[src/rtl/restoring_divider_if.sv]
// Start/ready/done handshake and operand/result bus of restoring_divider.
// BIT_WIDTH defaults to the BIT_WIDTH macro (4 when not predefined).
`ifndef BIT_WIDTH
`define BIT_WIDTH 4
`endif

interface restoring_divider_if #(
    parameter int BIT_WIDTH = `BIT_WIDTH
);
    logic                 start;
    logic [BIT_WIDTH-1:0] dividend;
    logic [BIT_WIDTH-1:0] divisor;
    logic                 ready;
    logic                 done;
    logic [BIT_WIDTH-1:0] quotient;
    logic [BIT_WIDTH-1:0] remainder;
    logic                 div_zero;

    modport master (
        output start, dividend, divisor,
        input  ready, done, quotient, remainder, div_zero
    );

    modport slave (
        input  start, dividend, divisor,
        output ready, done, quotient, remainder, div_zero
    );
endinterface

[src/rtl/restoring_divider.sv]
// Sequential unsigned restoring divider, one quotient bit per clock.
// Define DIV_ZERO_DETECT_EN for the single-cycle divide-by-zero fast path.
`ifndef BIT_WIDTH
`define BIT_WIDTH 4
`endif

module restoring_divider #(
    parameter int BIT_WIDTH = `BIT_WIDTH
) (
    input logic                clk,
    input logic                rst_n,
    restoring_divider_if.slave bus
);
    localparam int CW = (BIT_WIDTH > 1) ? $clog2(BIT_WIDTH) : 1;

    typedef enum logic [1:0] {IDLE, RUN, DONE} state_t;

    state_t               state, state_nxt;
    logic [BIT_WIDTH-1:0] a_q, d_q, p_q;
    logic [BIT_WIDTH-1:0] a_nxt, p_nxt;
    logic [BIT_WIDTH-1:0] quot_q, rem_q;
    logic [BIT_WIDTH:0]   shifted, trial;
    logic [CW-1:0]        cnt_q;
    logic                 qbit, zero_div;
    logic                 ready_q, done_q, dz_q;

`ifdef DIV_ZERO_DETECT_EN
    assign zero_div = (bus.divisor == '0);
`else
    assign zero_div = 1'b0;
`endif

    // P always ends a step below the divisor, so BIT_WIDTH bits hold it
    always_comb begin
        shifted = {p_q, a_q[BIT_WIDTH-1]};
        trial   = shifted - {1'b0, d_q};
        qbit    = ~trial[BIT_WIDTH];
        p_nxt   = qbit ? trial[BIT_WIDTH-1:0] : shifted[BIT_WIDTH-1:0];
        a_nxt   = (a_q << 1) | BIT_WIDTH'(qbit);
    end

    always_comb begin
        state_nxt = state;
        unique case (state)
            IDLE:    if (bus.start) state_nxt = zero_div ? DONE : RUN;
            RUN:     if (cnt_q == '0) state_nxt = DONE;
            DONE:    state_nxt = IDLE;
            default: state_nxt = IDLE;
        endcase
    end

    always_ff @(posedge clk or negedge rst_n) begin
        if (!rst_n) begin
            state   <= IDLE;
            ready_q <= 1'b1;
            done_q  <= 1'b0;
        end else begin
            state   <= state_nxt;
            ready_q <= (state_nxt == IDLE);
            done_q  <= (state_nxt == DONE);
        end
    end

    always_ff @(posedge clk or negedge rst_n) begin
        if (!rst_n) begin
            a_q    <= '0;
            d_q    <= '0;
            p_q    <= '0;
            cnt_q  <= '0;
            quot_q <= '0;
            rem_q  <= '0;
            dz_q   <= 1'b0;
        end else begin
            unique case (state)
                IDLE: if (bus.start) begin
                    a_q   <= bus.dividend;
                    d_q   <= bus.divisor;
                    p_q   <= '0;
                    cnt_q <= CW'(BIT_WIDTH - 1);
                    if (zero_div) begin
                        quot_q <= '1;
                        rem_q  <= bus.dividend;
                        dz_q   <= 1'b1;
                    end
                end
                RUN: begin
                    p_q   <= p_nxt;
                    a_q   <= a_nxt;
                    cnt_q <= cnt_q - CW'(1);
                    if (cnt_q == '0) begin
                        quot_q <= a_nxt;
                        rem_q  <= p_nxt;
                        dz_q   <= 1'b0;
                    end
                end
                default: ;
            endcase
        end
    end

    assign bus.ready     = ready_q;
    assign bus.done      = done_q;
    assign bus.quotient  = quot_q;
    assign bus.remainder = rem_q;
    assign bus.div_zero  = dz_q;
endmodule
[src/flat_wrapper.sv]
// flat-port wrapper written by rule: the top's interface ports become plain ports
module restoring_divider_flat 
#(
    parameter int BIT_WIDTH = `BIT_WIDTH
)
  (clk, rst_n, bus_start, bus_dividend, bus_divisor, bus_ready, bus_done, bus_quotient, bus_remainder, bus_div_zero);
  restoring_divider_if #(.BIT_WIDTH(BIT_WIDTH)) bus_i ();
  input logic clk;
  input logic rst_n;
  input wire logic [$bits(bus_i.start)-1:0] bus_start;
  input wire logic [$bits(bus_i.dividend)-1:0] bus_dividend;
  input wire logic [$bits(bus_i.divisor)-1:0] bus_divisor;
  output wire logic [$bits(bus_i.ready)-1:0] bus_ready;
  output wire logic [$bits(bus_i.done)-1:0] bus_done;
  output wire logic [$bits(bus_i.quotient)-1:0] bus_quotient;
  output wire logic [$bits(bus_i.remainder)-1:0] bus_remainder;
  output wire logic [$bits(bus_i.div_zero)-1:0] bus_div_zero;
  assign bus_i.start = bus_start;
  assign bus_i.dividend = bus_dividend;
  assign bus_i.divisor = bus_divisor;
  assign bus_ready = bus_i.ready;
  assign bus_done = bus_i.done;
  assign bus_quotient = bus_i.quotient;
  assign bus_remainder = bus_i.remainder;
  assign bus_div_zero = bus_i.div_zero;
  restoring_divider #(.BIT_WIDTH(BIT_WIDTH)) u_core (.clk(clk), .rst_n(rst_n), .bus(bus_i));
endmodule
[config.mk]
export PLATFORM = sky130hd
export DESIGN_NAME = restoring_divider_flat
export DESIGN_NICKNAME = d
export VERILOG_FILES = /design/src/rtl/restoring_divider_if.sv /design/src/rtl/restoring_divider.sv /design/src/flat_wrapper.sv
export SDC_FILE = /design/constraint.sdc
export NUM_CORES = 1
export LEC_CHECK = 0
export CAP_MARGIN = 40
export CORE_ASPECT_RATIO = 0.8
export CORE_UTILIZATION = 54
export CTS_CLUSTER_DIAMETER = 60
export DETAILED_ROUTE_END_ITERATION = 8
export GPL_TIMING_DRIVEN = 1
export PLACE_DENSITY = 0.93
export SETUP_SLACK_MARGIN = 0.02
export SLEW_MARGIN = 20
export SYNTH_ARGS = -nofsm -noshare
export SYNTH_HDL_FRONTEND = slang
export SYNTH_SLANG_ARGS = --single-unit
[constraint.sdc]
create_clock -name clk -period 5.7 [get_ports clk]
set_input_delay 1.14 -clock clk [delete_from_list [all_inputs] [get_ports clk]]
set_output_delay 1.14 -clock clk [all_outputs]
set_load 0.03 [all_outputs]
Word-level counts from Yosys, hierarchy flattened:

Cells that the tools add are included.

* memories kept: 0
* flip-flop bits (word level): 26
* bits in read-only memories: 0
* bits in writable memories: 0
* bits in latches: 0
* output and inout port bits: 11

* order comparisons: 0
* bitwise operators: 2
* equal/unequal tests: 3
* divide/modulo/power cells: 0
* shift operators: 0
* mux-type cells: 10
* $mul: 0
* $add $sub $neg: 2
* reduce and logical (&&, ||, !) cells: 7

Operators with widths (count)
* 4-bit case mux with 2 select lines: 2
* 4-bit 2-to-1 mux: 3
* 2-bit case mux with 2 select lines: 2
* 2-bit logical NOT: 3
* 2-bit 2-to-1 mux: 3
* 2-bit AND reduction: 3
* 5-bit by 4-bit subtractor with 5-bit output: 1
* 4-bit by 1-bit OR with 4-bit output: 1
* 2-bit by 1-bit equality test with 1-bit output (second input constant): 1
* 2-bit equality test (second input constant): 1
* 2-bit inequality test (second input constant): 1
* 2-bit nonzero test: 1
* 2-bit by 1-bit subtractor with 2-bit output (second input constant): 1
* 1-bit inverter: 1

Logic depth before layout (Yosys ltp):

Gate-level depths: netlist of run 1.

* depth in word-level cells: 4
* gate-level depth with buffers: 8
* gate-level depth less buffers: 8

Least setup slack after synthesis of run 1:

No wires, ideal clock.

* kind: input -> register
* start: in bus_start
* end: reg u_core.a_q[0]
* cell stages on the path: 4
* arrival: 1893 ps
* library setup time: 137 ps
* required time: 5563 ps
* buffers on the path: 0
* path slack: 3670 ps
* path through: nor3b_2 nor2_1 a22oi_1 o21ai_0

* cells in the longest elaborated chain, start to end: 2

Ends and longest elaborated chain
* start: declaration: line flat_wrapper.sv:10 `input wire logic [$bits(bus_i.start)-1:0] bus_start;`
* 2-bit inequality test (no line)
* 2-bit AND reduction (no line)
* end signal: assignment: line restoring_divider.sv:76 `a_q <= bus.dividend;`
* end signal: assignment: line restoring_divider.sv:88 `a_q <= a_nxt;`
* end: declaration: line restoring_divider.sv:19 `logic [BIT_WIDTH-1:0] a_q, d_q, p_q;`

No other way between the ends.
A chain may end at the register's enable or synchronous reset.

Worst setup path after layout of run 1:

* start: reg u_core.ready_q, in the netlist u_core.bus.ready
* end: out bus_ready

RTL lines
* start: declaration: line restoring_divider.sv:25 `logic ready_q, done_q, dz_q;`
* start signal: assignment: line restoring_divider.sv:59 `ready_q <= (state_nxt == IDLE);`
* end: declaration: line flat_wrapper.sv:13 `output wire logic [$bits(bus_i.ready)-1:0] bus_ready;`

No word-level cell between the ends.

==> results of run 1 <==
## worst register-to-register path, delay by kind of cell (launching register included)
family                   cells  cell delay [ns]
AO/OA/AOI/OAI                2             0.28
XOR/XNOR                     1             0.22
adder cells (fa/ha/maj)      2             0.62
buffers and inverters        1             0.07
flip-flops                   1             0.36
multiplexers                 1             0.32
AND/OR/NAND/NOR              1             0.17
## worst max-delay path by stage
stage / start / cells after the start / to
2_1_floorplan: bus_start / 4 / u_core.a_q[0]
3_3_place_gp: bus_start / 5 / u_core.a_q[0]
3_5_place_dp: bus_start / 5 / u_core.a_q[0]
4_1_cts: bus_start / 5 / u_core.a_q[0]
5_1_grt: u_core.bus.ready / 1 / bus_ready
6_report: u_core.bus.ready / 1 / bus_ready
## power groups by stage
stage | logic [uW] | clock network, uW | registers [uW]
2_1_floorplan | 362 | 0 | 381
3_3_place_gp | 543 | 0 | 324
3_5_place_dp | 571 | 0 | 332
4_1_cts | 572 | 81.6 | 327
5_1_grt | 633 | 91.5 | 337
6_report | 573 | 79.1 | 328
## cells by family (layout without fill, tap and decap cells)
kind of cell	after synthesis	count (layout)
flip-flops	26	26
adder cells (fa/ha/maj)	6	6
multiplexers	10	10
buffers and inverters	13	35
AO/OA/AOI/OAI	25	25
other	1	1
AND/OR/NAND/NOR	26	26
XOR/XNOR	3	3
## layout by cell type, fill, tap and decap left out, types with 2 or more instances in the layout
master / synthesis / layout
dfrtp_1: 25 / 25
clkdlybuf4s50_1: 0 / 20
nand2_1: 17 / 17
o21ai_0: 15 / 15
inv_1: 9 / 9
ha_1: 5 / 5
nor2_1: 4 / 4
mux2_2: 4 / 4
mux2i_1: 4 / 4
o21ai_2: 4 / 4
a21oi_1: 3 / 3
clkbuf_4: 0 / 3
nand2b_1: 2 / 2
mux2_4: 2 / 2
## area by class of cell
type	count	area (um2)
multi-input cells	71	499
inverters	9	33.8
fillers	159	533
repair buffers	22	223
flip-flops and latches	26	652
well taps	24	30.0
clock buffers	4	26.3
## per-stage QoR
step / cells / hold WS, ns / worst slack [ns] / util (%)
after detailed placement: 151 / 0.481 / 2.64 / 71.6
after floorplan: 110 / 0.445 / 3.67 / -
after global placement: 150 / 0.459 / 2.74 / 70.9
after CTS: 155 / 0.506 / 2.99 / 72.9
after global routing: 156 / 0.525 / 2.99 / 73.3
final: 156 / 0.501 / 3.04 / 73.3
## sequential cells by signal (all words and copies together), names as in the netlist
name / count
u_core.a_q: 4
u_core.cnt_q: 2
u_core.bus.remainder: 4
u_core.state: 2
u_core.p_q: 4
u_core.bus.ready: 1
u_core.d_q: 4
u_core.bus.quotient: 4
u_core.bus.done: 1
## per-layer routing
metal	wire length [um]	GRT usage [%]	vias up
li1	-	-	409
met5	0	0	-
met4	39	6.67	0
met1	969	29.1	428
met2	1120	36.4	25
met3	110	7.56	4
==> implementation parameters, run 1 <==
Parameter                              Value

Critical path
  Cell chain of the critical path    clkdlybuf4s50_1
  Reg-to-reg setup timing slack    between 3 and 4 ns
  CP Data Required Time    4.56 ns
  Top fanout value on the critical path    1
  R2r worst-path depth    8
  Setup CP Type    reg -> out
  Arrival time reported for the critical path endpoint    1.52 ns
  Kind of end point of the critical path    output port
  Highest-delay cell along the critical path    clkdlybuf4s50_1
  Worst r2r dst    u_core.p_q[2]
  Kind of cell with the highest combined delay on the critical path    buffers and inverters
  Highest cell delay on the worst timing path    between 0.6 and 0.7 ns
  Number of buffers and inverters on the critical path    1
  Startpoint of the lowest-slack register-to-register path    u_core.a_q[3]
  Category of the worst setup path launch point    flip-flop

Timing
  RSZ-0062 raised after global routing    false
  Final cycle utilization of the critical path    46.6%
  Setup TNS    0 ns
  Post-route clock skew    0.00176 ns
  Peak clock frequency supported by timing    roughly 0.38 GHz
  Final-report hold violation count    0
  Max-slew violations    0
  Final min period    ~2.7 ns
  Total of endpoints with negative setup slack in the final report    0
  Worst Tran Pin Value    just over 0.6 ns
  Headroom to the max-slew limit    roughly three fifths

CTS
  Worst skew pair latency    roughly 0.32 ns
  Number of clock buffers inserted by TritonCTS    3
  TritonCTS clock tree    yes
  Level count of the clock H-tree    1
  Buffers from clock root to sink, at most    2
  Resize count post-CTS    0
  Count of hold-fix buffers inserted at cts    0
  Postcts setup bufs    0
  Clk pin slew, worst setup/hold paths    0.13 ns
  CTS root buf    clkbuf_4
  Clock Sink Count    26

Die
  Std-Cell Rows    14
  Core box area    2000 um2
  Initial standard-cell utilization of the core    roughly three fifths
  Die footprint    2430 um2
  Die H    44.3 um
  Die width    about 55 um
  Number of I/O pins    22

Synthesis
  Most frequently used cell type in the post-synthesis netlist    dfrtp_1
  Largest family of logic cells by synthesized area    compound AO/OA/AOI/OAI gates
  Post-synthesis compound-gate area fraction    12.3%
  Count of yosys warnings during synthesis    0
  Synth unique cells    26
  Flip-flop and latch count after synthesis    26
  Primary FF master, synth    dfrtp_1
  Average size of a mapped cell    11.0 um2
  Library cell with the largest summed area after synthesis    dfrtp_1
  Proportion of synthesized area in mux cells    9.53%
  Share of flip-flops with an asynchronous set or reset    between 90% and 100%
  Seq/Total Area, Yosys    a little over half
  Number of instances in the synthesized netlist    110
  Fraction of the mapped netlist area in simple logic gates    a little under a tenth
  Leading post-synthesis cells by cell area    dfrtp_1, o21ai_0, nand2_1
  Number of synthesized flops with an enable pin    0
  Net count of the mapped netlist    about 130
  Commonest cells in the synthesized netlist    dfrtp_1, nand2_1, o21ai_0, inv_1, ha_1
  Area of the mapped netlist    about 1200 um2
  Adder-cell area share of the yosys netlist    under 10%
  Yosys top cell area share    between 50% and 60%
  Share of the synthesized netlist area taken by xor and xnor gates    2.80%

Route
  Iteration count of the initial detailed-routing pass    4
  Post-route DRC    0
  Vias per cell    5.55
  ANT nets after route    0
  Average detailed-routed wire length per instance    between 10 and 15 um
  Via count of the routed design    roughly 870
  Number of DRC markers in iteration 0    15
  Total Routed Length    around 2.2 mm

Power
  Share of power burned in combinational logic    between 50 and 60%
  Peak supply drop    ~0.40 mV
  Power density over the cells    approximately 670 nW/um2
  Leak    roughly 0.00068 uW
  Part of the power in the clock network    ~8.1%
  Register share of total power    between 30% and 40%
  Sw Pwr    425 uW
  Fraction of power spent switching nets    43.4%
  Total power after layout    between 900 and 1000 uW
  Internal power    about 550 uW

Finish
  Area growth from synthesis to layout    21.2%
  Fraction of final layout cells with drive strength greater than 1    between 10% and 20%
  Fin nets    150
  Total non-filler cell area in the finished layout    between 1000 and 1500 um2
  # diodes    0

Run
  Max-cap viol count    0

Global routing
  Wire length of the first global-routing pass    approximately 3.7 mm
  Antenna violations before repair    0
  Leftover overflow at the end of global routing    0
  All-layer global routing usage    around 23%
  Vias in the first global route    829
  Maximum number of pins on one net before global-route repair    17

Worst hold path
  Start point of the worst min-delay path    u_core.bus.remainder[2]
  Worst Hold End    u_core.bus.remainder[2]
  Worst min path class    reg -> reg
  Hold Path Cell Cnt    2

Placement
  Routability cong.    a little under 0.8
  Instance area at placement    approximately 1400 um2
  Final HPWL from detailed placement    roughly 1.8 mm
  Port-buffer cells    20

Outcome
  Status    finished clean
Note: power is estimated with default switching activity, not from simulation.
==> inputs of run 2 (changes only) <==
--- a/config.mk
+++ b/config.mk
@@ -7,11 +7,11 @@
 export LEC_CHECK = 0
 export CAP_MARGIN = 40
 export CORE_ASPECT_RATIO = 0.8
-export CORE_UTILIZATION = 54
+export CORE_UTILIZATION = 50
 export CTS_CLUSTER_DIAMETER = 60
 export DETAILED_ROUTE_END_ITERATION = 8
 export GPL_TIMING_DRIVEN = 1
-export PLACE_DENSITY = 0.93
+export PLACE_DENSITY = 0.88
 export SETUP_SLACK_MARGIN = 0.02
 export SLEW_MARGIN = 20
 export SYNTH_ARGS = -nofsm -noshare
==> constraint.sdc (replaced) <==
create_clock -name clk -period 2.76 [get_ports clk]
set_input_delay 0.552 -clock clk [delete_from_list [all_inputs] [get_ports clk]]
set_output_delay 0.552 -clock clk [all_outputs]
set_load 0.03 [all_outputs]
==> implementation parameters, run 2 (same netlist as run 1, synthesis figures left out) <==
Parameter                              Value

Global routing
  All-layer global routing usage    20.7% (-2.0 points)
  Wire length of the first global-routing pass    3.91 mm (+5.6%)
  Vias in the first global route    837 (+0.97%)
  Antenna violations before repair    0 (unchanged)
  Leftover overflow at the end of global routing    0 (unchanged)
  Maximum number of pins on one net before global-route repair    27 (+10)

Run
  Max-cap viol count    0 (unchanged)

Timing
  RSZ-0062 raised after global routing    false
  Final cycle utilization of the critical path    between 70% and 80%
  Max-slew violations    0 (unchanged)
  Headroom to the max-slew limit    56.8% (-1.5 points)
  Hold slack final    0.496 ns (-0.00471 ns)
  Final min period    approximately 2.2 ns
  Final-report hold violation count    0 (unchanged)
  Peak clock frequency supported by timing    0.461 GHz
  Post-route clock skew    0.00308 ns (+0.00132 ns)
  Worst Tran Pin Value    0.647 ns (+0.0237 ns)
  Total of endpoints with negative setup slack in the final report    0 (unchanged)
  Setup TNS    0 ns (unchanged)

Critical path
  CP Data Required Time    3.01 ns (-1.55 ns)
  Setup CP Type    reg -> reg
  Category of the worst setup path launch point    flip-flop
  Cell chain of the critical path    inv_1 -> ha_1 -> fa_1 -> nand2b_1 -> a21oi_2 -> xnor2_2 -> mux2_4 -> o21ai_2
  Arrival time reported for the critical path endpoint    2.41 ns (+0.89 ns)
  Highest cell delay on the worst timing path    0.42 ns (-0.24 ns)
  Kind of cell with the highest combined delay on the critical path    adder cells
  Kind of end point of the critical path    flip-flop
  Top fanout value on the critical path    6 (+5)
  Number of buffers and inverters on the critical path    1 (unchanged)
  Highest-delay cell along the critical path    fa_1

Die
  Number of I/O pins    22 (unchanged)
  Die H    46.0 um (+3.7%)
  Initial standard-cell utilization of the core    54.5% (-5.9 points)
  Die width    56.9 um (+3.8%)
  Std-Cell Rows    15 (+1)
  Core box area    2210 um2 (+11%)
  Die footprint    2620 um2 (+7.7%)

Finish
  Most frequent standard cell in the layout excluding fill and tap cells    dfrtp_1
  Number of inserted filler cells in the final layout    186 (+17%)
  Fin nets    150 (unchanged)
  Fraction of final layout cells with drive strength greater than 1    15.2% (+0.76 points)
  Most frequent cells in the layout    dfrtp_1, clkdlybuf4s50_1, nand2_1, o21ai_0, inv_1
  # diodes    0 (unchanged)
  Area growth from synthesis to layout    21.6%

CTS
  Postcts setup bufs    0 (unchanged)
  Resize count post-CTS    0 (unchanged)
  Clock Sink Count    26 (unchanged)
  CTS root buf    clkbuf_4
  TritonCTS clock tree    yes
  Count of hold-fix buffers inserted at cts    0 (unchanged)
  Level count of the clock H-tree    1 (unchanged)
  Number of clock buffers inserted by TritonCTS    3 (unchanged)
  Worst skew pair latency    0.31 ns (about the same)
  Clk pin slew, worst setup/hold paths    0.13 ns (about the same)
  Buffers from clock root to sink, at most    2 (unchanged)

Power
  Leak    0.000687 uW (+0.50%)
  Share of power burned in combinational logic    57.8% (-0.7 points)
  Sw Pwr    885 uW (+110%)
  Fraction of power spent switching nets    43.0% (-0.35 points)
  Peak supply drop    0.778 mV (+97%)
  Internal power    1170 uW (+110%)
  Part of the power in the clock network    9.1% (+1.0 points)
  Power density over the cells    1400 nW/um2 (+110%)
  Register share of total power    33.1% (-0.4 points)

Placement
  Final HPWL from detailed placement    1.83 mm (+3.3%)
  Routability cong.    0.908 (+17%)
  Port-buffer cells    20 (unchanged)

Route
  ANT nets after route    0 (unchanged)
  Via count of the routed design    839 (-3.1%)
  Vias per cell    5.34 (-3.7%)
  Number of DRC markers in iteration 0    19 (+4)
  Average detailed-routed wire length per instance    14.7 um (+2.6%)
  Iteration count of the initial detailed-routing pass    6 (+2)
  Total Routed Length    2.31 mm (+3.3%)
  Post-route DRC    4 (+4)

Outcome
  Violated checks    DRC
  Status    finished, violations left

Worst hold path
  Worst min path class    reg -> reg
==> run 2: changes by cell type in the layout (fill, tap and decap cells not counted) <==
| cell | change |
|---|---|
| clkbuf_1 | -1 |
| clkbuf_8 | +1 |
| buf_8 | -1 |
| buf_4 | +1 |
==> run 2: path summary, 6_finish.rpt <==
path / slack (ns) / to / startpoint / depth (start not counted)
min in group asynchronous: 0.59 / u_core.state[0] / rst_n / 2
worst max-delay path: 0.59 / u_core.bus.remainder[1] / u_core.a_q[3] / 8
worst max register to register: 0.59 / u_core.bus.remainder[1] / u_core.a_q[3] / 8
max in group asynchronous: 1.88 / u_core.bus.ready / rst_n / 2
worst min-delay path: 0.50 / u_core.bus.remainder[3] / u_core.bus.remainder[3] / 2
worst min register to register: 0.50 / u_core.bus.remainder[3] / u_core.bus.remainder[3] / 2
==> run 2: metrics by stage <==
stage / worst slack (ns) / std cells / area (um2) / total power [uW] / util [%]
2_1_floorplan: 0.789 / 110 / 1210 / 1530 / -
5_1_grt: 0.429 / 157 / 1470 / 2210 / 66.3
3_5_place_dp: 0.605 / 153 / 1430 / 1880 / 64.6
4_1_cts: 0.591 / 157 / 1470 / 2060 / 66.3
3_3_place_gp: 0.654 / 153 / 1430 / 1800 / 64.6
6_report: 0.593 / 157 / 1470 / 2060 / 66.3
==> run 2: area by class of cell <==
type	count	area, um2	area share, %
clock buffers	4	36.3	2.47
inverters	9	33.8	2.30
multi-input cells	71	499	34.0
flip-flops and latches	26	652	44.4
well taps	25	31.3	2.13
repair buffers	22	215	14.7
==> run 2: worst register-to-register path, cell delays in order (launching register included) <==
cell and delay, ns:
dfrtp_1 0.35, inv_1 0.07, ha_1 0.21, fa_1 0.42, nand2b_1 0.19, a21oi_2 0.18
xnor2_2 0.21, mux2_4 0.36, o21ai_2 0.11
==> run 2: routing by layer <==
| layer | up-vias | global-route usage [%] | wire length, um |
|---|---|---|---|
| met2 | 25 | 38.1 | 1190 |
| li1 | 403 | - | - |
| met4 | 0 | 5.85 | 40 |
| met1 | 407 | 24.4 | 972 |
| met5 | - | 0 | 0 |
| met3 | 4 | 5.68 | 115 |
==> run 2: power groups by stage <==
| stage | combinational [uW] | sequential [uW] | clock [uW] |
|---|---|---|---|
| after floorplan | 748 | 786 | 0 |
| after global placement | 1130 | 674 | 0 |
| after detailed placement | 1190 | 690 | 0 |
| after CTS | 1190 | 681 | 190 |
| after global routing | 1300 | 700 | 207 |
| final | 1190 | 681 | 187 |
==> inputs of run 3 (changes only) <==
==> constraint.sdc (replaced) <==
create_clock -name clk -period 2 [get_ports clk]
set_input_delay 0.4 -clock clk [delete_from_list [all_inputs] [get_ports clk]]
set_output_delay 0.4 -clock clk [all_outputs]
set_load 0.03 [all_outputs]
==> implementation parameters, run 3 (same netlist as run 1, synthesis figures left out) <==
Parameter                              Value

Timing
  Setup TNS    -0.0185 ns (-0.0185 ns)
  RSZ-0062 raised after global routing    true
  Total of endpoints with negative setup slack in the final report    4 (+4)
  Final cycle utilization of the critical path    101% (+22 points)
  Peak clock frequency supported by timing    0.497 GHz (+7.8%)
  Max-slew violations    0 (unchanged)
  Post-route clock skew    0.00185 ns (-0.00123 ns)
  Least setup slack across all paths after layout    -0.0102 ns (-0.603 ns)
  Headroom to the max-slew limit    64.6% (+7.8 points)
  Worst Tran Pin Value    0.529 ns (-0.118 ns)
  Final min period    2.01 ns (-0.157 ns)
  Final-report hold violation count    0 (unchanged)

Critical path
  Setup CP Type    reg -> reg
  Kind of end point of the critical path    flip-flop
  Category of the worst setup path launch point    flip-flop
  Arrival time reported for the critical path endpoint    2.27 ns (-0.14 ns)
  Top fanout value on the critical path    6 (unchanged)
  CP Data Required Time    2.26 ns (-0.75 ns)
  Reg-to-reg setup timing slack    -0.01 ns (-0.60 ns)

CTS
  Worst skew pair latency    0.32 ns (about the same)
  Number of clock buffers inserted by TritonCTS    3 (unchanged)
  Clock Sink Count    26 (unchanged)
  Clk pin slew, worst setup/hold paths    0.13 ns (about the same)
  CTS root buf    clkbuf_4
  Buffers from clock root to sink, at most    2 (unchanged)
  TritonCTS clock tree    yes
  Level count of the clock H-tree    1 (unchanged)

Die
  Die width    56.9 um (unchanged)
  Die footprint    2620 um2 (unchanged)
  Core box area    2210 um2 (unchanged)
  Std-Cell Rows    15 (unchanged)
  Die H    46.0 um (unchanged)
  Number of I/O pins    22 (unchanged)
  Initial standard-cell utilization of the core    54.5% (unchanged)

Global routing
  Wire length of the first global-routing pass    3.88 mm (-0.89%)
  Maximum number of pins on one net before global-route repair    17 (-37%)
  All-layer global routing usage    20.5% (-0.19 points)
  Leftover overflow at the end of global routing    0 (unchanged)
  Antenna violations before repair    0 (unchanged)
  Vias in the first global route    817 (-2.4%)

Outcome
  Violated checks    DRC, setup timing
  Status    finished, violations left

Route
  Post-route DRC    5 (+1)
  Iteration count of the initial detailed-routing pass    6 (unchanged)
  Total Routed Length    2.38 mm (+2.6%)
  ANT nets after route    0 (unchanged)
  Average detailed-routed wire length per instance    14.5 um (-1.7%)
  Vias per cell    5.18 (-3.1%)
  Via count of the routed design    849 (+1.2%)
  Number of DRC markers in iteration 0    29 (+10)

Run
  Max-cap viol count    0 (unchanged)

Finish
  # diodes    0 (unchanged)
  Utilization of the core after routing    70.3% (+4.1 points)
  Sequential cell area in the final layout    652 um2 (unchanged)
  Number of inserted filler cells in the final layout    178 (-4.3%)
  Most frequent standard cell in the layout excluding fill and tap cells    dfrtp_1
  Fraction of final layout cells with drive strength greater than 1    21.6% (+6.4 points)
  Fin nets    157 (+4.7%)
  Area growth from synthesis to layout    29.0%
  Most frequent cells in the layout    dfrtp_1, clkdlybuf4s50_1, nand2_1, o21ai_0, inv_1
  Footprint of the multi-input gates    534 um2 (+7.0%)

Placement
  Port-buffer cells    20 (unchanged)
  Final HPWL from detailed placement    1.82 mm (-0.61%)
  Routability cong.    0.881 (-3.0%)

Power
  Peak supply drop    0.891 mV (+15%)
  Leak    0.000723 uW (+5.2%)
  Power density over the cells    1980 nW/um2 (+41%)

Worst hold path
  Worst min path class    in -> async
[run 3: worst paths after layout]
| path | cells after the start | to | from |
|---|---|---|---|
| worst max register to register | 7 | u_core.bus.remainder[0] | u_core.d_q[0] |
| worst min-delay path | 1 | u_core.bus.done | rst_n |
| max in group asynchronous | 2 | u_core.p_q[0] | rst_n |
| worst min register to register | 1 | u_core.cnt_q[0] | u_core.cnt_q[0] |
| worst max-delay path | 7 | u_core.bus.remainder[0] | u_core.d_q[0] |
| min in group clk | 1 | u_core.cnt_q[0] | u_core.cnt_q[0] |
[run 3: layer usage]
| layer | global-route usage (%) | part of all wire, % | up-vias |
|---|---|---|---|
| met3 | 5.97 | 4.3 | 4 |
| met4 | 4.88 | 1.6 | 0 |
| met1 | 25.5 | 45 | 401 |
| met5 | 0 | 0 | - |
| li1 | - | - | 420 |
| met2 | 36.2 | 49 | 24 |
[run 3: timing repair]
| item | 4_1_cts | 5_1_grt |
|---|---|---|
| hold buffers | 0 | 0 |
| gates resized for setup | 9 | 1 |
| setup endpoints to repair | 8 | 8 |
| buffers inserted | 0 | 1 |
| pin swaps | 3 | 2 |
| gates cloned | 0 | 0 |
[run 3: cell type report]
class                      count  share of cell area, %
sequential                    26                   41.8
tap                           25                   2.01
timing repair buffer          29                   18.0
clock buffer                   4                   1.69
multi-input combinational     71                   34.3
inverter                       9                   2.17
[run 3: power breakdown]
part | leakage, uW | internal, uW | switching, uW | total [uW]
sequential | 0.000323 | 783 | 159 | 941
combinational | 0.000385 | 902 | 1020 | 1920
clock | 0.0000150 | 78.1 | 150 | 229
total | 0.000723 | 1760 | 1320 | 3090
[run 3: critical path, cell delays in order (launching register included)]
cell	delay, ns
dfrtp_1	0.41
ha_2	0.19
fa_2	0.34
nand2b_4	0.16
a21oi_4	0.19
xnor2_4	0.19
mux2_4	0.35
o21ai_2	0.11
[run 3: stage by stage]
step / cells / power (uW) / instance area (um2) / hold slack (ns) / setup WS (ns)
6_report: 164 / 3090 / 1560 / 0.410 / -0.0102
5_1_grt: 164 / 3300 / 1560 / 0.446 / -0.0953
4_1_cts: 163 / 3030 / 1550 / 0.432 / -0.0240
3_5_place_dp: 159 / 2670 / 1490 / 0.472 / -0.0979
3_3_place_gp: 159 / 2560 / 1490 / 0.457 / 0.00344
2_1_floorplan: 110 / 2120 / 1210 / 0.104 / 0.0287
